===== src/rtl/ft601_pkg.sv =====
// Shared word type and sizing helpers for the FT601 245-mode FIFO emulator.
package ft601_pkg;

    localparam int FT601_DATA_W = 32;

    typedef logic [FT601_DATA_W-1:0] ft601_word_t;

    // Occupancy counters need one extra bit so that a full FIFO is distinguishable from empty.
    function automatic int ft601_cnt_w(input int depth);
        return $clog2(depth) + 1;
    endfunction

endpackage


===== src/rtl/ft601_emu_fifo.sv =====
// First-word-fall-through FIFO with synchronous flush; head_o always shows the oldest entry.
module ft601_emu_fifo
    import ft601_pkg::*;
#(
    parameter int DEPTH = 16
) (
    input  logic                          clk,
    input  logic                          rst_n,
    input  logic                          flush_i,
    input  logic                          push_i,
    input  logic                          pop_i,
    input  ft601_word_t                   data_i,
    output ft601_word_t                   head_o,
    output logic [ft601_cnt_w(DEPTH)-1:0] count_o
);

    localparam int PW = $clog2(DEPTH);
    localparam int CW = ft601_cnt_w(DEPTH);
    localparam logic [CW-1:0] FULL_CNT = CW'(DEPTH);

    ft601_word_t   mem_q [DEPTH];
    logic [PW-1:0] wr_ptr_q;
    logic [PW-1:0] rd_ptr_q;
    logic [CW-1:0] count_q;
    logic          push_ok;
    logic          pop_ok;

    assign push_ok = push_i && (count_q != FULL_CNT);
    assign pop_ok  = pop_i && (count_q != '0);

    // Pointers wrap naturally because DEPTH is a power of two.
    always_ff @(posedge clk or negedge rst_n) begin
        if (!rst_n) begin
            wr_ptr_q <= '0;
            rd_ptr_q <= '0;
            count_q  <= '0;
        end else if (flush_i) begin
            wr_ptr_q <= '0;
            rd_ptr_q <= '0;
            count_q  <= '0;
        end else begin
            if (push_ok) begin
                wr_ptr_q <= wr_ptr_q + PW'(1);
            end
            if (pop_ok) begin
                rd_ptr_q <= rd_ptr_q + PW'(1);
            end
            if (push_ok && !pop_ok) begin
                count_q <= count_q + CW'(1);
            end else if (pop_ok && !push_ok) begin
                count_q <= count_q - CW'(1);
            end
        end
    end

    always_ff @(posedge clk) begin
        if (push_ok && !flush_i) begin
            mem_q[wr_ptr_q] <= data_i;
        end
    end

    assign head_o  = mem_q[rd_ptr_q];
    assign count_o = count_q;

endmodule


===== src/rtl/ft601_fifo_emulator.sv =====
// FT601 245 synchronous FIFO emulator: controller writes fill TX, controller reads drain RX.
// Define FT601_EMU_LOOPBACK_EN to route the TX FIFO straight into the RX FIFO instead of the host streams.
module ft601_fifo_emulator
    import ft601_pkg::*;
#(
    parameter int DEPTH = 16
) (
    input  logic        clk,
    input  logic        rst,
    input  logic        usb_wren_l,
    input  logic        usb_rden_l,
    input  logic        usb_outen_l,
    input  logic        usb_rst_l,
    output logic        usb_tx_full,
    output logic        usb_rx_empty,
    input  ft601_word_t bus_from_ctrl,
    output ft601_word_t bus_to_ctrl,
    output logic        bus_to_ctrl_oe,
    input  ft601_word_t host_tx_data,
    input  logic        host_tx_valid,
    output logic        host_tx_ready,
    output ft601_word_t host_rx_data,
    output logic        host_rx_valid,
    input  logic        host_rx_ready,
    output logic        err_overflow,
    output logic        err_underflow,
    output logic        err_bus_conflict
);

    localparam int CW = ft601_cnt_w(DEPTH);
    localparam logic [CW-1:0] FULL_CNT = CW'(DEPTH);

    logic [CW-1:0] tx_count;
    logic [CW-1:0] rx_count;
    ft601_word_t   tx_head;
    ft601_word_t   rx_head;
    ft601_word_t   rx_push_data;
    logic          tx_push;
    logic          tx_pop;
    logic          rx_push;
    logic          rx_pop;
    logic          flush;
    logic          ctrl_wr;
    logic          ctrl_rd;
    logic          run_q;
    logic          ovf_q, ovf_d;
    logic          unf_q, unf_d;
    logic          conf_q, conf_d;

    assign flush          = ~usb_rst_l;
    assign usb_tx_full    = (tx_count == FULL_CNT);
    assign usb_rx_empty   = (rx_count == '0);
    assign bus_to_ctrl_oe = ~usb_outen_l;
    assign bus_to_ctrl    = usb_rx_empty ? '0 : rx_head;

    // A write during a bus conflict still lands in TX, but the read side is suppressed.
    assign ctrl_wr = ~usb_wren_l & usb_rst_l;
    assign ctrl_rd = ~usb_rden_l & ~usb_outen_l & usb_rst_l;
    assign tx_push = ctrl_wr & ~usb_tx_full;
    assign rx_pop  = ctrl_rd & usb_wren_l & ~usb_rx_empty;

`ifdef FT601_EMU_LOOPBACK_EN
    logic lb_xfer;
    logic unused_lb;

    assign lb_xfer       = usb_rst_l & (tx_count != '0) & (rx_count != FULL_CNT);
    assign tx_pop        = lb_xfer;
    assign rx_push       = lb_xfer;
    assign rx_push_data  = tx_head;
    assign host_tx_ready = 1'b0;
    assign host_rx_valid = 1'b0;
    assign host_rx_data  = '0;
    assign unused_lb     = ^{host_tx_data, host_tx_valid, host_rx_ready, run_q};
`else
    assign host_tx_ready = run_q & usb_rst_l & (rx_count != FULL_CNT);
    assign host_rx_valid = usb_rst_l & (tx_count != '0);
    assign host_rx_data  = (tx_count != '0) ? tx_head : '0;
    assign tx_pop        = host_rx_valid & host_rx_ready;
    assign rx_push       = host_tx_valid & host_tx_ready;
    assign rx_push_data  = host_tx_data;
`endif

    always_comb begin
        ovf_d  = ovf_q;
        unf_d  = unf_q;
        conf_d = conf_q;
        if (!usb_rst_l) begin
            ovf_d  = 1'b0;
            unf_d  = 1'b0;
            conf_d = 1'b0;
        end else begin
            if (ctrl_wr && usb_tx_full) begin
                ovf_d = 1'b1;
            end
            if (ctrl_rd && usb_rx_empty) begin
                unf_d = 1'b1;
            end
            if (ctrl_wr && !usb_outen_l) begin
                conf_d = 1'b1;
            end
        end
    end

    // run_q keeps host_tx_ready low until the first edge after reset release.
    always_ff @(posedge clk or negedge rst) begin
        if (!rst) begin
            run_q  <= 1'b0;
            ovf_q  <= 1'b0;
            unf_q  <= 1'b0;
            conf_q <= 1'b0;
        end else begin
            run_q  <= 1'b1;
            ovf_q  <= ovf_d;
            unf_q  <= unf_d;
            conf_q <= conf_d;
        end
    end

    assign err_overflow     = ovf_q;
    assign err_underflow    = unf_q;
    assign err_bus_conflict = conf_q;

    ft601_emu_fifo #(.DEPTH(DEPTH)) u_tx_fifo (
        .clk     (clk),
        .rst_n   (rst),
        .flush_i (flush),
        .push_i  (tx_push),
        .pop_i   (tx_pop),
        .data_i  (bus_from_ctrl),
        .head_o  (tx_head),
        .count_o (tx_count)
    );

    ft601_emu_fifo #(.DEPTH(DEPTH)) u_rx_fifo (
        .clk     (clk),
        .rst_n   (rst),
        .flush_i (flush),
        .push_i  (rx_push),
        .pop_i   (rx_pop),
        .data_i  (rx_push_data),
        .head_o  (rx_head),
        .count_o (rx_count)
    );

endmodule


===== config.mk =====
export PLATFORM = sky130hd
export DESIGN_NAME = ft601_fifo_emulator
export DESIGN_NICKNAME = d
export VERILOG_FILES = /design/src/rtl/ft601_pkg.sv /design/src/rtl/ft601_emu_fifo.sv /design/src/rtl/ft601_fifo_emulator.sv
export SDC_FILE = /design/constraint.sdc
export NUM_CORES = 1
export LEC_CHECK = 0
export CORE_MARGIN = 2
export CORE_UTILIZATION = 37
export CTS_BUF_LIST = sky130_fd_sc_hd__clkbuf_4 sky130_fd_sc_hd__clkbuf_8
export DETAILED_ROUTE_END_ITERATION = 8
export PLACE_DENSITY = 0.56
export SLEW_MARGIN = 20
export SYNTH_ARGS = -nofsm -noshare
export SYNTH_HDL_FRONTEND = slang
export SYNTH_SLANG_ARGS = --single-unit

===== constraint.sdc =====
create_clock -name clk -period 5.22 [get_ports clk]
set_input_delay 1.044 -clock clk [delete_from_list [all_inputs] [get_ports clk]]
set_output_delay 1.044 -clock clk [all_outputs]
set_load 0.01 [all_outputs]

# After elaboration in Yosys (flattened, before gate mapping)
# Memories as Yosys holds them, arrays and structs flattened.
# Index checks and enable logic that the tools add are counted.
# word_totals
ram_bits,1024
out_inout_bits,72
elab_cells,95
memories,2
reg_bits,30
inputBits,72
# memory_table
memory,depth,width,read_ports,rd_ports_with_merged_regs,wr,line_no,text
u_rx_fifo.mem_q,16,32,1,0,1,ft601_emu_fifo.sv:21,ft601_word_t mem_q [DEPTH];
u_tx_fifo.mem_q,16,32,1,0,1,ft601_emu_fifo.sv:21,
# op_classes
mux,26
n_bitwise,16
n_reduce_logical,21
eq_ne,12
addsub,8
# ops
operator,n
2-to-1 mux 32 bit,2
2-to-1 mux 4 bit,8
2-to-1 mux 5 bit,6
adder 4 x 1 -> 4 bit (second input constant),4
inequality test 2 x 1 -> 1 bit (second input constant),7
logical AND 1 bit,13
AND 1 bit,11
adder 5 x 1 -> 5 bit (second input constant),2
2-to-1 mux 1 bit,10
inequality test 5 bit (second input constant),2
nonzero test 5 bit,2
subtractor 5 x 1 -> 5 bit (second input constant),2
inequality test 3 x 1 -> 1 bit (second input constant),2
== test 5 bit (second input constant),1
zero test 1 bit,5
zero test 5 bit,1
NOT 1 bit,5

# Longest topological paths before layout
# depth
word_depth,10
depth_mapped,9

# Hierarchy
# A second synthesis with hierarchy kept.
# unflattened
hier_cells,1827
hier_area_um2,41081.9
# modules_own_cells
mod,seq_area_each_um2,area_per_inst_um2,instances,cells_per_inst
ft601_emu_fifo at u_tx_fifo,15700.1,20180.6,1,822
ft601_emu_fifo at u_rx_fifo,15700.1,20051.7,1,899
ft601_fifo_emulator,100.1,849.6,1,106

# Worst setup path after synthesis
# Ideal clock, no wire load.
# synth_timing
path_kind,input to register
start,in usb_wren_l
end,"mem u_tx_fifo.mem_q[3][0] in the netlist's numbering, enable pin"
arrival_time_ps,4751
setup_slack_ps,-33
stages,4
required_time_ps,4718
path_cell_list,clkbuf_2 a21oi_2 nand2_1 nor4_1
# synth_between
elab_chain_cells,7
# synth_lines
item,line_no,text
start: declaration,ft601_fifo_emulator.sv:10,"input logic usb_wren_l,"
NOT 1 bit,ft601_fifo_emulator.sv:57,assign ctrl_wr = ~usb_wren_l & usb_rst_l;
AND 1 bit,ft601_fifo_emulator.sv:57,
AND 1 bit,ft601_fifo_emulator.sv:59,assign tx_push = ctrl_wr & ~usb_tx_full;
logical AND 1 bit,ft601_emu_fifo.sv:28,assign push_ok = push_i && (count_q != FULL_CNT);
logical AND 1 bit,ft601_emu_fifo.sv:57,if (push_ok && !flush_i) begin
2-to-1 mux 1 bit,ft601_emu_fifo.sv:57,
2-to-1 mux 1 bit (not written as such),ft601_emu_fifo.sv:58,mem_q[wr_ptr_q] <= data_i;
end: declaration,ft601_emu_fifo.sv:21,
# Every way passes these cells.

# Worst setup path in the final report
# layout_timing
start,"reg u_rx_fifo.count_q[0], in the netlist u_rx_fifo.count_o[0]"
end,out bus_to_ctrl[31]
# layout_between
elab_chain_cells,2
# layout_lines
item,line_no,text
start: declaration,ft601_emu_fifo.sv:24,logic [CW-1:0] count_q;
start signal: assignment,ft601_emu_fifo.sv:49,count_q <= count_q + CW'(1);
start signal: assignment,ft601_emu_fifo.sv:51,count_q <= count_q - CW'(1);
zero test 5 bit,ft601_fifo_emulator.sv:52,assign usb_rx_empty = (rx_count == '0);
2-to-1 mux 32 bit,ft601_fifo_emulator.sv:54,assign bus_to_ctrl = usb_rx_empty ? '0 : rx_head;
end: declaration,ft601_fifo_emulator.sv:17,"output ft601_word_t bus_to_ctrl,"
# Every way passes these cells.

==> results.md <==
* Place WS at 1.26 ns
* Fin Hold WS at 0.282 ns
* Outcome: complete, no violations
* Clock power frac at 35.2%
* Total Neg Setup Slack at 0 ns
* Count of pins over their slew limit at 0
* Setup CP Type: reg -> out
* Pint at 14.9 mW
* Placed cells at 3332
* Synth Register Bits at 1054
* Fillcell total at 9338
* Reg power frac at 47.9%
* Die area at 113000 sq um
* Final hold violations at 0
* Nets at 2186
* Hold_buf cts at 0
* CTS Buf Count at 174
* IO Pins at 144
* Vias at 19159
* First-pass GRT wire length at 136000 um
* Netlist cell types at 49
* RSZ-0062 raised after global routing: no
* Die W at 336 um
* Detailed Routing Iterations Pass 1 at 5
* Clock Pin Slew Worst Setup and Hold Paths at 0.06 ns
* Seq/Total Area, Yosys at 77.4%
* Sw Share at 25.0%
* Critical Path AT at 3.76 ns
* IO Port Bufs at 143
* CP Capture Type: primary output
* Power per cell area at 416 nW/um^2
* Max incr delay on CP at 0.60 ns
* Grt ovf at 0
* Main synth FF type: edfxtp_1
* VDD IR max at 0.000238 V
* Mapped Area at 40700 sq um
* Worst Max-Slew Pin Slew at 1.01 ns
* Design Power at 19.9 mW
* Post-synth EDFFs at 1024
* CP cell instances: or4_4 -> nor2_1 -> or2_4 -> o22ai_1 -> clkdlybuf4s50_1
* Core Region at 109000 sq um
* Final setup vio count at 0
* Cells resized by post-CTS repair at 0
* Final Critical Period at 4.80 ns
* Vias in the first global route at 20535
* Clk_skew at 0.0427 ns
* Startpoint Class: register
* Register Area at 31500 sq um
* Clk root buf: clkbuf_8
* Yosys warnings at 0
* Leakage at 14.5 nW
* Ratio of cells with drive above 1 in the final layout at 29.5%
* Max_cap viols at 0
* Iter 0 DRT Violations at 1522
* Pin count of the biggest net entering global routing at 60
* Dpl hpwl at 51500 um
* Skew-Pair Late Insertion Delay at 0.83 ns
* Area delta synth->final at 17.4%
* Combinational power share at 17.0%
* Initial antenna violation count at 10
* TritonCTS clock tree: yes
* Gpl congestion at 0.742
* HP Class: in -> async
* Max Buffers Root-to-Sink at 3
* CP max-delay cell: or4_4
* Syn Nets at 1890
* Worst Path Required at 4.18 ns
* Initial core utilization at 37.4%
* Slew margin rel. at 32.7%
* Synth Instances at 1798
* Setup bufs post-CTS at 0
* Syn Area/Cell at 22.6 sq um
* Routed Antenna Nets at 0
* Drt drc at 0
* Async set or reset register ratio after synthesis at 2.85%
* Row count at 121
* Post-route insts no fill at 3645
* Routed WL at 92800 um
* Setup ws final at 0.419 ns
* Wire length per cell at 25.4 um
* Die H at 336 um
* Multi-input logic area at 8910 sq um
* Crit-path max FO at 32
* Total track usage at 16.6%
* CTS HTree Levels at 4
* F_max at 208 MHz
* # clock sinks at 1054
* Fin crit share at 92.0%
* Via density at 5.26
* Sw Pwr at 4.98 mW
[layout by cell type (no fill, tap or decap), drive strengths merged, types with 15 or more instances in the layout]
cell type         n
dfrtp            30
mux4            256
clkdlybuf4s50   142
edfxtp         1024
nand2            21
mux2i           131
clkbuf          252
and2             19
clkinv           47
o22ai            64
ha               18
buf              74
inv              19
nor2             15
[power by group through the flow]
stage                     Sequential [mW]  Combinational [mW]  Clock [mW]
after global placement               9.68                3.41           0
after floorplan                      9.63                2.05           0
after detailed placement             9.69                3.43           0
final                                9.52                3.37        7.00
after CTS                            9.52                3.45        7.21
after global routing                 9.53                3.63        7.58
[worst max-delay path: cells and delay by family (launching register included)]
kind | cells | cell delay (ns)
and+or+nand+nor | 3 | 1.49
buffers and inverters | 1 | 0.56
AOI/OAI and AO/OA | 1 | 0.36
DFF | 1 | 0.46
[sequential cells by signal, indices dropped and copies added, names as in the netlist]
signal,count
err_bus_conflict,1
err_overflow,1
err_underflow,1
run_q,1
u_rx_fifo.count_o,5
u_rx_fifo.mem_q,512
u_rx_fifo.rd_ptr_q,4
u_rx_fifo.wr_ptr_q,4
u_tx_fifo.count_o,5
u_tx_fifo.mem_q,512
u_tx_fifo.rd_ptr_q,4
u_tx_fifo.wr_ptr_q,4
[final cells by class]
cell class	instances	area share [%]
repair buffers	216	4.50
inverters	16	0.126
clock inverters	58	0.785
clock buffers	252	6.29
multi-input cells	632	18.6
diodes	3	0.0157
flip-flops and latches	1054	65.9
well taps	1414	3.70
[synth_stat cells, types with 4 or more instances]
library cell	instances	area, sq um
ha_1	18	225
clkbuf_1	46	173
nand4_1	4	25.0
dfrtp_1	30	751
mux2i_1	131	1310
o22ai_1	64	400
o21ai_0	8	40.0
nor2b_1	5	31.3
edfxtp_1	1024	30700
a21oi_1	10	50.1
nand3_1	12	60.1
inv_1	16	60.1
and2_1	19	119
nand2_1	20	75.1
nor3_1	13	65.1
xnor2_1	11	96.3
buf_1	13	48.8
nor4_1	5	31.3
nor2_1	15	56.3
buf_2	33	165
mux4_2	256	5770
xor2_1	5	43.8
[through the flow]
stage,utilization (%),area (sq um)
final,43.9,47800
after global routing,43.9,47800
after CTS,43.8,47800
after detailed placement,40.7,44400
after global placement,40.7,44400
after floorplan,-,40700
[cells by family after synthesis]
group,synth area share (%)
flops,77.4
mux,17.4
buf+inv,1.19
simple gates,1.49
compound gates,1.52
fa+ha+maj,0.651
xor+xnor,0.384
other cells,0.00921
[worst paths after layout]
check,cells after the start,start,slack (ns),end
min in group clk,1,err_overflow,0.49,err_overflow
hold reg to reg,1,err_overflow,0.49,err_overflow
setup reg to reg,8,u_rx_fifo.count_o[0],1.95,u_rx_fifo.count_o[4]
max in group asynchronous,1,rst,4.32,u_rx_fifo.rd_ptr_q[0]
hold / removal,1,rst,0.28,err_bus_conflict
setup / recovery,5,u_rx_fifo.count_o[0],0.42,bus_to_ctrl[31]
[metal layers]
| metal | vias to the layer above | track usage [%] | part of all wire (%) |
|---|---|---|---|
| li1 | 8209 | - | - |
| met4 | 14 | 5.40 | 2.2 |
| met3 | 157 | 4.08 | 5.7 |
| met2 | 532 | 27.5 | 50 |
| met5 | - | 0 | 0.086 |
| met1 | 10247 | 21.5 | 42 |
No activity file was read; power rests on OpenSTA's default activity.
